<file path="config.mk">
export PLATFORM = sky130hd
export DESIGN_NAME = cnt_chk_sat_ctr
export DESIGN_NICKNAME = d
export VERILOG_FILES = /design/src/rtl/cnt_chk_sat_ctr.sv
export SDC_FILE = /design/constraint.sdc
export NUM_CORES = 1
export LEC_CHECK = 0
export CAP_MARGIN = 40
export CORE_AREA = 2 2 39 41
export DETAILED_ROUTE_END_ITERATION = 16
export DIE_AREA = 0 0 41 43
export PLACE_DENSITY = 0.69
export SYNTH_ARGS = -nofsm -noshare
export SYNTH_HDL_FRONTEND = slang
export SYNTH_SLANG_ARGS = --single-unit
export TNS_END_PERCENT = 100
</file>
<file path="constraint.sdc">
create_clock -name clk -period 2.7 [get_ports clk]
set_input_delay 0.405 -clock clk [delete_from_list [all_inputs] [get_ports clk]]
set_output_delay 0.405 -clock clk [all_outputs]
set_load 0.1 [all_outputs]
</file>
<file path="src/rtl/cnt_chk_sat_ctr.sv">
// Saturating up-counter with synchronous clear.
// Holds at all-ones instead of wrapping.
module cnt_chk_sat_ctr #(
    parameter int W = 8
) (
    input  logic         clk,
    input  logic         rstn,
    input  logic         clr,
    input  logic         inc,
    output logic [W-1:0] cnt
);

    always_ff @(posedge clk or negedge rstn) begin
        if (!rstn) begin
            cnt <= '0;
        end else if (clr) begin
            cnt <= '0;
        end else if (inc && !(&cnt)) begin
            cnt <= cnt + 1'b1;
        end
    end

endmodule

</file>
# --- Word-level counts from Yosys, hierarchy flattened ---
# Cells that the tools add are included.
word_totals:
  reg_bits: 8
  in_bits: 4
  output_inout_bits: 8
  wordCells: 8
op_classes:
  n_addsub: 1
  n_mux: 2
  n_reduce_logical: 4
ops:
  columns: ["op", "count"]
  rows:
  - ["$mux W8", 2]
  - ["$add A8 B1 Y8 const B", 1]
  - ["$reduce_and A8 Y1", 1]
  - ["$reduce_bool A2 Y1", 1]
  - ["$logic_and A1 B1 Y1", 1]
  - ["$logic_not A1 Y1", 1]

# --- Logic depth before layout (Yosys ltp) ---
# Gate-level depths: netlist (run 1).
depth:
  word_depth: 5
  depth_mapped: 4
  depth_no_buf: 4

# --- Least setup slack after synthesis (run 1) ---
# Ideal clock, no wire load.
synth_timing:
  path_kind: "register -> register"
  start: "reg cnt[0]"
  end: "reg cnt[5]"
  setup_ns: 0.125
  arrival_time_ns: 1.961
  t_required_ns: 2.575
  path_slack_ns: 0.614
  path_stages_with_launch: 5
  path_buffers: 0
  synth_period_minus_slack_ns: 2.086
  cell_sequence: "dfrtp_1 > ha_1 > and3_2 > a211oi_2 > mux2_4"
synth_between:
  elab_chain_cells: 4
  elab_cells_between_ends: 7
  classes_between: "add/sub (1); mux (2); reduce/logical (4)"
synth_lines:
  columns: ["element", "line_no", "source"]
  rows:
  - ["start, declared", "10", "output logic [W-1:0] cnt"]
  - ["start signal, assigned", "19", "cnt <= cnt + 1'b1;"]
  - ["parallel branches: the longest is 4 deep, another holds $add A8 B1 Y8", null, null]
# Parallel ways; which one is timed is not known. The select of a mux whose other input is x is not followed.
# A chain may end at the register's enable or synchronous reset.

# --- Final worst setup path (run 1) ---
# Ends and elaborated chain as after synthesis.

==> results.toml, run 1 <==
[status]
outcome = "completed"

[route]
detail_route.drc_violations = 0
total_number_of_vias = 420
met3WireLength_um = 75
drt-vias-per-instance = 5.60
average_routed_wire_per_standard_cell_um = 13.2
wirelength_met1_um = 472
postRouteAntennaNets = 0
drtPass1Iterations = 4
maxUsedRoutingLayer = "met4"
finalWirelength_um = 989
detailed_route_wirelength_on_metal2_um = 422
detailedRoute.firstIterationViolations = 7

[cts]
clk_sink_count = 8
cts_tree = "built"
clock_tree.root_cell = "sky130_fd_sc_hd__clkbuf_4"
clk_pin_slew_ns = 0.06
post_cts.repair.setup_buffers = 0
clock_path_buffers = 2
clock_tree.htree_level_count = 1
cts_hold_buffers = 0
worst_skew_pair.late_latency_ns = 0.26
cts-buffers-inserted = 3
cts_resized = 0

[power_and_ir_drop]
p_switching_uw = 81.3
static-leakage-power_nw = 0.274
ir_drop_uv = 210
power.share.sequential_pct = 47.2
power.share.clock_pct = 35.3
power_frac_comb_pct = 17.5
internal_power_uw = 188
power-per-cell-area_nw_per_um2 = 433
total_power_uw = 270
switching_share_pct = 30.1

[floorplanning]
floorplan.die.width_um = 41
floorplan_die_area_um2 = 1760
floorplan.die.height_um = 43
floorplan.rows = 14
core_region_area_um2 = 1380
ioPinCount = 12
floorplan.initialDensity_pct = 36.5

[global_routing]
grt_antenna_before_repair = 0
grt_first_pass_wirelength_mm = 1.66
grtUsageTotal_pct = 14.2
gr-total-overflow = 0
grt_max_degree = 14
first_global_vias = 377

[timing]
maxSlewViolCount = 0
hold_ws_ns = 0.429
timing.slew.headroom_pct = 72.5
actual_slew_at_the_worst_max_slew_pin_ns = 0.412
final-hold-violation-count = 0
grt_setup_unrepaired = "no"
report.final.setup_viol = 0
final_critical_path_setup_slack_ns = 1.05
timing.clock.skew_ns = 0.000575
min_period_over_period_pct = 61.2
final.min_clock_period_ns = 1.65
timing.setup.tns_ns = 0
fmax_mhz = 606

[worst_setup_path]
critPathMaxFanout = 6
timing.critical_path.cells = "ha_1 -> and3_2 -> a211oi_2 -> mux2_4"
worst_ep_required_time_ns = 2.84
r2r_cells = 4
crit_type = "reg2reg"
crit_path_top_delay_cell = "sky130_fd_sc_hd__dfrtp_1"
worst-endpoint-arrival_ns = 1.80
slowest_delay_ns = 0.43
worst_setup_path_end_kind = "register"
critPathLaunchType = "register"

[placed_design]
dpl-instance-area_um2 = 601
gp_congestion = 0.744
worst_slack_at_placement_ns = 0.865
place.detailed.hpwl_um = 709
port-buffer-count = 11

[final_layout]
nets = 66
registers.top_by_ff_count = "cnt"
final_cell_area_um2 = 623
reg_top3 = "cnt x8"
layout-area-overhead-vs-synth_pct = 23.3
drive_gt1_share_pct = 33.9
largest_register_ffs = 8
antenna_cells_inserted = 0

[logic_synthesis]
synth.distinct_cells = 25
dominantRegCellSynth = "sky130_fd_sc_hd__dfrtp_1"
syn_area_per_cell_um2 = 10.8
synthCells = 47
edff_count_synth = 0
async_set_reset_flop_share_out_of_synthesis_pct = 100
synthesis.yosys.warnings = 0
postSynthRegisterBits = 8
netlist_area_um2 = 505
syn_nets = 52
ys_seq_area_share_pct = 39.6

[job]
maxCapViolCount = 0

[worst_hold_path]
hp-class = "in2async"
## cells in the mapped netlist, drive strengths merged (2+ instances only)
| cell type | number | area [um2] |
|---|---|---|
| a21boi | 2 | 18.8 |
| nand2b | 2 | 12.5 |
| dfrtp | 8 | 200 |
| and4 | 2 | 17.5 |
| mux2 | 4 | 60.1 |
| and3 | 2 | 13.8 |
| a211oi | 2 | 20.0 |
| a21oi | 4 | 27.5 |
| nand4 | 2 | 12.5 |
| nor2 | 4 | 15.0 |
| nand2 | 2 | 7.51 |
| nor2b | 4 | 25.0 |
## logic make-up (layout without fill, tap and decap cells)
kind of cell / Yosys count / after routing / share of synthesized area [%]
AOI/OAI and AO/OA: 10 / 10 / 16.6
and+or+nand+nor: 21 / 21 / 24.5
DFF: 8 / 8 / 39.6
muxes: 5 / 5 / 13.9
buffers and inverters: 2 / 14 / 2.97
adders and majority gates: 1 / 1 / 2.47
## final cells by class
cell class,count,area (um2)
Clock buffer,3,22.5
Fill cell,133,761
Multi-Input combinational cell,37,290
Sequential cell,8,200
Tap cell,16,20.0
Timing Repair Buffer,11,90.1
## routing by layer
metal	global-route usage, %	up-vias
met3	4.71	4
met1	20.4	200
met5	0	-
li1	-	201
met4	10.0	0
met2	16.9	15
## worst max-delay path: cells and delay by family, from the launching register on
kind	cells	cell delay (ns)
AND/OR/NAND/NOR	1	0.25
AO/OA/AOI/OAI	1	0.26
adder cells (fa/ha/maj)	1	0.27
flip-flops	1	0.43
multiplexers	1	0.32
## through the flow
step                      std cells  utilization [%]
after floorplan                  47                -
after global placement           72             43.4
after detailed placement         72             43.4
after CTS                        75             45.0
after global routing             75             45.0
final                            75             45.0
## cell usage in the layout, fill, tap and decap left out, types with 2 or more instances in the layout
cell type	Yosys	layout
sky130_fd_sc_hd__nor2_1	4	4
sky130_fd_sc_hd__nand2_1	2	2
sky130_fd_sc_hd__nand2b_1	2	2
sky130_fd_sc_hd__and4_1	2	2
sky130_fd_sc_hd__clkdlybuf4s50_1	0	3
sky130_fd_sc_hd__a21oi_1	2	2
sky130_fd_sc_hd__nor2b_1	4	4
sky130_fd_sc_hd__buf_4	0	8
sky130_fd_sc_hd__mux2_4	4	4
sky130_fd_sc_hd__a21oi_2	2	2
sky130_fd_sc_hd__clkbuf_4	0	3
sky130_fd_sc_hd__nand4_1	2	2
sky130_fd_sc_hd__dfrtp_1	8	8
## power by group through the flow
stage,clock [mW],combinational (mW),sequential [mW]
after floorplan,0,0.0120,0.150
after global placement,0,0.0473,0.129
after detailed placement,0,0.0478,0.129
after CTS,0.0973,0.0478,0.127
after global routing,0.104,0.0505,0.128
final,0.0953,0.0472,0.127
## path summary, 6_finish.rpt
path | slack, ns | endpoint | start
setup / recovery | 1.05 | cnt[5]$_DFFE_PN0P_ | cnt[0]$_DFFE_PN0P_
hold / removal | 0.43 | cnt[4]$_DFFE_PN0P_ | rstn
setup reg to reg | 1.05 | cnt[5]$_DFFE_PN0P_ | cnt[0]$_DFFE_PN0P_
hold reg to reg | 0.61 | cnt[1]$_DFFE_PN0P_ | cnt[1]$_DFFE_PN0P_
max in group asynchronous | 2.00 | cnt[0]$_DFFE_PN0P_ | rstn
min in group clk | 0.61 | cnt[1]$_DFFE_PN0P_ | cnt[1]$_DFFE_PN0P_
Power figures use the tool's default switching activity.
==> run 2: changes to the inputs <==
==> constraint.sdc (replaced) <==
create_clock -name clk -period 1.53 [get_ports clk]
set_input_delay 0.2295 -clock clk [delete_from_list [all_inputs] [get_ports clk]]
set_output_delay 0.2295 -clock clk [all_outputs]
set_load 0.1 [all_outputs]
==> run 2 against run 1 <==
Net effect: combinational power grew to 2.5 times the previous value; non-clock buffer count is 10 higher; fmax is 8.8% higher; core utilization is 16 points higher; count of clock-buffer cells in the layout stayed put; die area stayed put; global-route usage is 2.5 points higher; via count is 9.0% higher; routed wire length is 22% higher; clock skew is 0.0018 ns higher; register-to-register slack worse by 1.0 ns; critical path depth is 1 lower; critical endpoint unchanged; largest cell class unchanged.
==> results.toml, run 2 (synthesis results as in run 1) <==
[status]
outcome = "completed"

[worst_setup_path]
timing.critical_path.buf_inv = 0
crit_type = "reg2reg"
worstReg2RegEnd = "cnt[5]$_DFFE_PN0P_"
r2r_setup_slack_ns = 0.01
worst-endpoint-arrival_ns = 1.66
worst_setup_path_end_kind = "register"
timing.rr.start = "cnt[5]$_DFFE_PN0P_"
r2r_cells = 3
crit_path_top_delay_cell = "sky130_fd_sc_hd__dfrtp_4"
critPathLaunchType = "register"
critical_path.top_delay_family = "flip-flops"
timing.critical_path.cells = "and4_1 -> a211oi_4 -> mux2_4"
critPathMaxFanout = 7
worst_setup_path_startpoint = "cnt[5]$_DFFE_PN0P_"
slowest_delay_ns = 0.47
worst_ep_required_time_ns = 1.68

[global_routing]
gr-total-overflow = 0
grt_first_pass_wirelength_mm = 1.95
grt_max_degree = 12
first_global_vias = 461
grt_antenna_before_repair = 0
grtUsageTotal_pct = 16.6

[route]
maxUsedRoutingLayer = "met4"
average_routed_wire_per_standard_cell_um = 14.2
detailed_route_wirelength_on_metal2_um = 615
total_number_of_vias = 458
finalWirelength_mm = 1.21
drt-vias-per-instance = 5.39
detail_route.drc_violations = 0
drtPass1Iterations = 4
detailedRoute.firstIterationViolations = 4
wirelength_met1_um = 521
met3WireLength_um = 36
postRouteAntennaNets = 0

[final_layout]
largest_register_ffs = 8
drive_gt1_share_pct = 56.5
area_of_the_multi_input_gates_um2 = 314
reg_top3 = "cnt x8"
fill_cells = 107
antenna_cells_inserted = 0
post-route-util_pct = 61.2
final_cell_area_um2 = 847
layout-area-overhead-vs-synth_pct = 67.6
layout.cells.most_common = "sky130_fd_sc_hd__buf_4"
registers.top_by_ff_count = "cnt"
layoutNonFillerInstCount = 85
mostFrequentLayoutCells = "sky130_fd_sc_hd__buf_4, sky130_fd_sc_hd__buf_12, sky130_fd_sc_hd__dfrtp_4"
register_area_um2 = 225
nets = 76

[placed_design]
port-buffer-count = 11
worst_slack_at_placement_ns = -0.0413
gp_congestion = 0.764
place.detailed.hpwl_um = 894
place.detailed.instances = 82
dpl-instance-area_um2 = 817

[timing]
final-hold-violation-count = 0
min_period_over_period_pct = 99.2
timing.clock.skew_ns = 0.00240
hold_ws_ns = 0.246
timing.setup.tns_ns = 0
maxSlewViolCount = 0
grt_setup_unrepaired = "yes"
timing.slew.headroom_pct = 75.2
fmax_mhz = 659
report.final.setup_viol = 0
final.min_clock_period_ns = 1.52
actual_slew_at_the_worst_max_slew_pin_ns = 0.371
final_critical_path_setup_slack_ns = 0.0119

[cts]
clock_path_buffers = 2
worst_skew_pair.late_latency_ns = 0.26
clk_sink_count = 8
post_cts.repair.setup_buffers = 0
cts-buffers-inserted = 3
clk_pin_slew_ns = 0.06
clock_tree.root_cell = "sky130_fd_sc_hd__clkbuf_4"
clock_tree.htree_level_count = 1
cts_tree = "built"

[floorplanning]
core_region_area_um2 = 1380
floorplan.initialDensity_pct = 36.5
floorplan.die.height_um = 43
floorplan.rows = 14
floorplan.die.width_um = 41
floorplan_die_area_um2 = 1760
ioPinCount = 12

[power_and_ir_drop]
power-per-cell-area_nw_per_um2 = 608
static-leakage-power_nw = 0.332
total_power_uw = 515
ir_drop_uv = 376

[job]
maxCapViolCount = 0

[worst_hold_path]
hp-class = "in2async"
## run 2: changes by cell type in the layout (fill, tap and decap cells not counted), moves of 2 or more
cell | before | now
sky130_fd_sc_hd__dfrtp_1 | 8 | 0
sky130_fd_sc_hd__buf_4 | 8 | 10
sky130_fd_sc_hd__dfrtp_2 | 0 | 2
sky130_fd_sc_hd__buf_12 | 0 | 8
sky130_fd_sc_hd__dfrtp_4 | 0 | 6
## run 2: layout make-up
cell class | instances | share of cell area, %
Tap cell | 16 | 2.36
Clock buffer | 3 | 2.66
Timing Repair Buffer | 21 | 31.3
Multi-Input combinational cell | 37 | 37.1
Sequential cell | 8 | 26.6
## run 2: repair_timing
| item | CTS | global route |
|---|---|---|
| gates resized for setup | 0 | 1 |
| hold buffers | 0 | 0 |
| setup endpoints to repair | 0 | 1 |
## run 2: per-layer routing
metal,GRT usage (%),up-vias
li1,-,223
met1,19.5,219
met2,25.0,12
met3,4.19,4
met4,11.3,0
met5,0,-
## run 2: worst max path at each step
stage | slack [ns] | cells past startpoint | end
after CTS | 0.02 | 4 | cnt[5]$_DFFE_PN0P_
after global routing | -0.03 | 4 | cnt[5]$_DFFE_PN0P_
after global placement | -0.03 | 4 | cnt[5]$_DFFE_PN0P_
final | 0.01 | 3 | cnt[5]$_DFFE_PN0P_
after floorplan | -0.13 | 4 | cnt[5]$_DFFE_PN0P_
after detailed placement | -0.04 | 4 | cnt[5]$_DFFE_PN0P_
## run 2: report_power, final
part,internal [mW],switching [mW]
Combinational,0.0513,0.0677
Clock,0.0903,0.0794
Sequential,0.220,0.00622
Total,0.361,0.153
## run 2: worst reg2reg max path, delay by kind of cell, from the launching register on
kind,cells,cell delay (ns)
flip-flops,1,0.47
multiplexers,1,0.31
AND/OR/NAND/NOR,1,0.33
AO/OA/AOI/OAI,1,0.30
==> run 3: changes to the inputs <==
==> constraint.sdc (replaced) <==
create_clock -name clk -period 1.6 [get_ports clk]
set_input_delay 0.24 -clock clk [delete_from_list [all_inputs] [get_ports clk]]
set_output_delay 0.24 -clock clk [all_outputs]
set_load 0.1 [all_outputs]
==> run 3 against run 2 <==
Net effect: critical path type unchanged; critical path depth unchanged; total power decreased by 5.2%; largest power group unchanged; count of clock-buffer cells in the layout unchanged; sequential share of layout area rose by 0.78 points; worst setup slack better by 0.061 ns; fmax shrank 0.59%; core utilization shrank 3.1 points; first-iteration DRC count is 100% higher.
==> results.toml, run 3 (synthesis results as in run 1) <==
[final_layout]
layout-area-overhead-vs-synth_pct = 59.2
nets = 72
registers.top_by_ff_count = "cnt"
antenna_cells_inserted = 0
drive_gt1_share_pct = 53.8
mostFrequentLayoutCells = "sky130_fd_sc_hd__buf_12, sky130_fd_sc_hd__buf_4"
post-route-util_pct = 58.1
reg_top3 = "cnt x8"
largest_register_ffs = 8
layout.cells.most_common = "sky130_fd_sc_hd__buf_12"
final_cell_area_um2 = 805
fill_cells = 111

[cts]
clock_tree.root_cell = "sky130_fd_sc_hd__clkbuf_4"
post_cts.repair.setup_buffers = 0
cts_hold_buffers = 0
cts_tree = "built"
clock_path_buffers = 2
cts_resized = 0
worst_skew_pair.late_latency_ns = 0.27
cts-buffers-inserted = 3
clk_sink_count = 8
clk_pin_slew_ns = 0.06
clock_tree.htree_level_count = 1

[route]
detail_route.drc_violations = 0
drtPass1Iterations = 4
detailedRoute.firstIterationViolations = 8
postRouteAntennaNets = 0
finalWirelength_mm = 1.10
total_number_of_vias = 454
average_routed_wire_per_standard_cell_um = 13.6
drt-vias-per-instance = 5.60

[global_routing]
grt_first_pass_wirelength_mm = 1.94
grt_antenna_before_repair = 0
first_global_vias = 416
gr-total-overflow = 0
grt_max_degree = 14
grtUsageTotal_pct = 17.0

[worst_setup_path]
critPathMaxFanout = 7
critPathLaunchType = "register"
worst-endpoint-arrival_ns = 1.68
worst_setup_path_end_kind = "register"
crit_type = "reg2reg"
worst_ep_required_time_ns = 1.75

[power_and_ir_drop]
switching_share_pct = 29.8
internal_power_uw = 343
static-leakage-power_nw = 0.311
power-per-cell-area_nw_per_um2 = 606
total_power_uw = 488
power.share.sequential_pct = 44.2
power.share.clock_pct = 33.3
ir_drop_uv = 459
power_frac_comb_pct = 22.5
p_switching_uw = 145

[floorplanning]
floorplan.rows = 14
core_region_area_um2 = 1380
floorplan.die.height_um = 43
floorplan.initialDensity_pct = 36.5
floorplan.die.width_um = 41
floorplan_die_area_um2 = 1760
ioPinCount = 12

[worst_hold_path]
hp-class = "in2async"

[timing]
actual_slew_at_the_worst_max_slew_pin_ns = 0.439
hold_ws_ns = 0.250
maxSlewViolCount = 0
final-hold-violation-count = 0
timing.setup.tns_ns = 0
timing.clock.skew_ns = 0.00650
timing.slew.headroom_pct = 70.7
report.final.setup_viol = 0
min_period_over_period_pct = 95.4
final.min_clock_period_ns = 1.53
grt_setup_unrepaired = "no"
fmax_mhz = 655

[placed_design]
dpl-instance-area_um2 = 782
port-buffer-count = 11
place.detailed.hpwl_um = 802
gp_congestion = 0.709

[status]
outcome = "completed"

[job]
maxCapViolCount = 0
run 3: cell count changes in the layout (fill, tap and decap cells not counted), sizes merged:
cell  previous run  this run
buf             18        14
run 3: path summary, 6_finish.rpt:
kind	start	end	slack (ns)	cells after the start
worst min register to register	cnt[6]$_DFFE_PN0P_	cnt[6]$_DFFE_PN0P_	0.62	2
worst max-delay path	cnt[5]$_DFFE_PN0P_	cnt[5]$_DFFE_PN0P_	0.07	3
min in group clk	cnt[6]$_DFFE_PN0P_	cnt[6]$_DFFE_PN0P_	0.62	2
worst max register to register	cnt[5]$_DFFE_PN0P_	cnt[5]$_DFFE_PN0P_	0.07	3
max in group asynchronous	rstn	cnt[4]$_DFFE_PN0P_	1.05	1
worst min-delay path	rstn	cnt[5]$_DFFE_PN0P_	0.25	1
run 3: worst max-delay path: stages, from the launching register on:
cell and delay [ns]:
sky130_fd_sc_hd__dfrtp_4 0.47, sky130_fd_sc_hd__and4_1 0.31, sky130_fd_sc_hd__a211oi_2 0.31, sky130_fd_sc_hd__mux2_4 0.32
run 3: routing by layer:
metal  share of wire [%]  track usage (%)  vias up
met5                   0                0        -
met4                 3.5             12.0        0
met3                 7.8             6.81        5
met2                  47             21.6       21
met1                  42             22.6      216
li1                    -                -      212
run 3: power groups by stage:
stage / logic [mW] / clock network [mW] / registers [mW]
4_1_cts: 0.111 / 0.170 / 0.216
3_5_place_dp: 0.110 / 0 / 0.220
6_report: 0.110 / 0.163 / 0.216
2_1_floorplan: 0.0216 / 0 / 0.258
3_3_place_gp: 0.111 / 0 / 0.219
5_1_grt: 0.117 / 0.173 / 0.217
run 3: metrics by stage:
step | worst slack (ns) | cells
after floorplan | -0.0641 | 47
after global placement | 0.0492 | 78
after detailed placement | -0.000480 | 78
after CTS | 0.0860 | 81
after global routing | 0.0223 | 81
final | 0.0729 | 81
run 3: cell type report:
cell class / count / area, um2 / area share (%)
clock buffers: 3 / 22.5 / 2.80
flip-flops and latches: 8 / 220 / 27.4
repair buffers: 17 / 235 / 29.2
multi-input cells: 37 / 307 / 38.1
well taps: 16 / 20.0 / 2.49
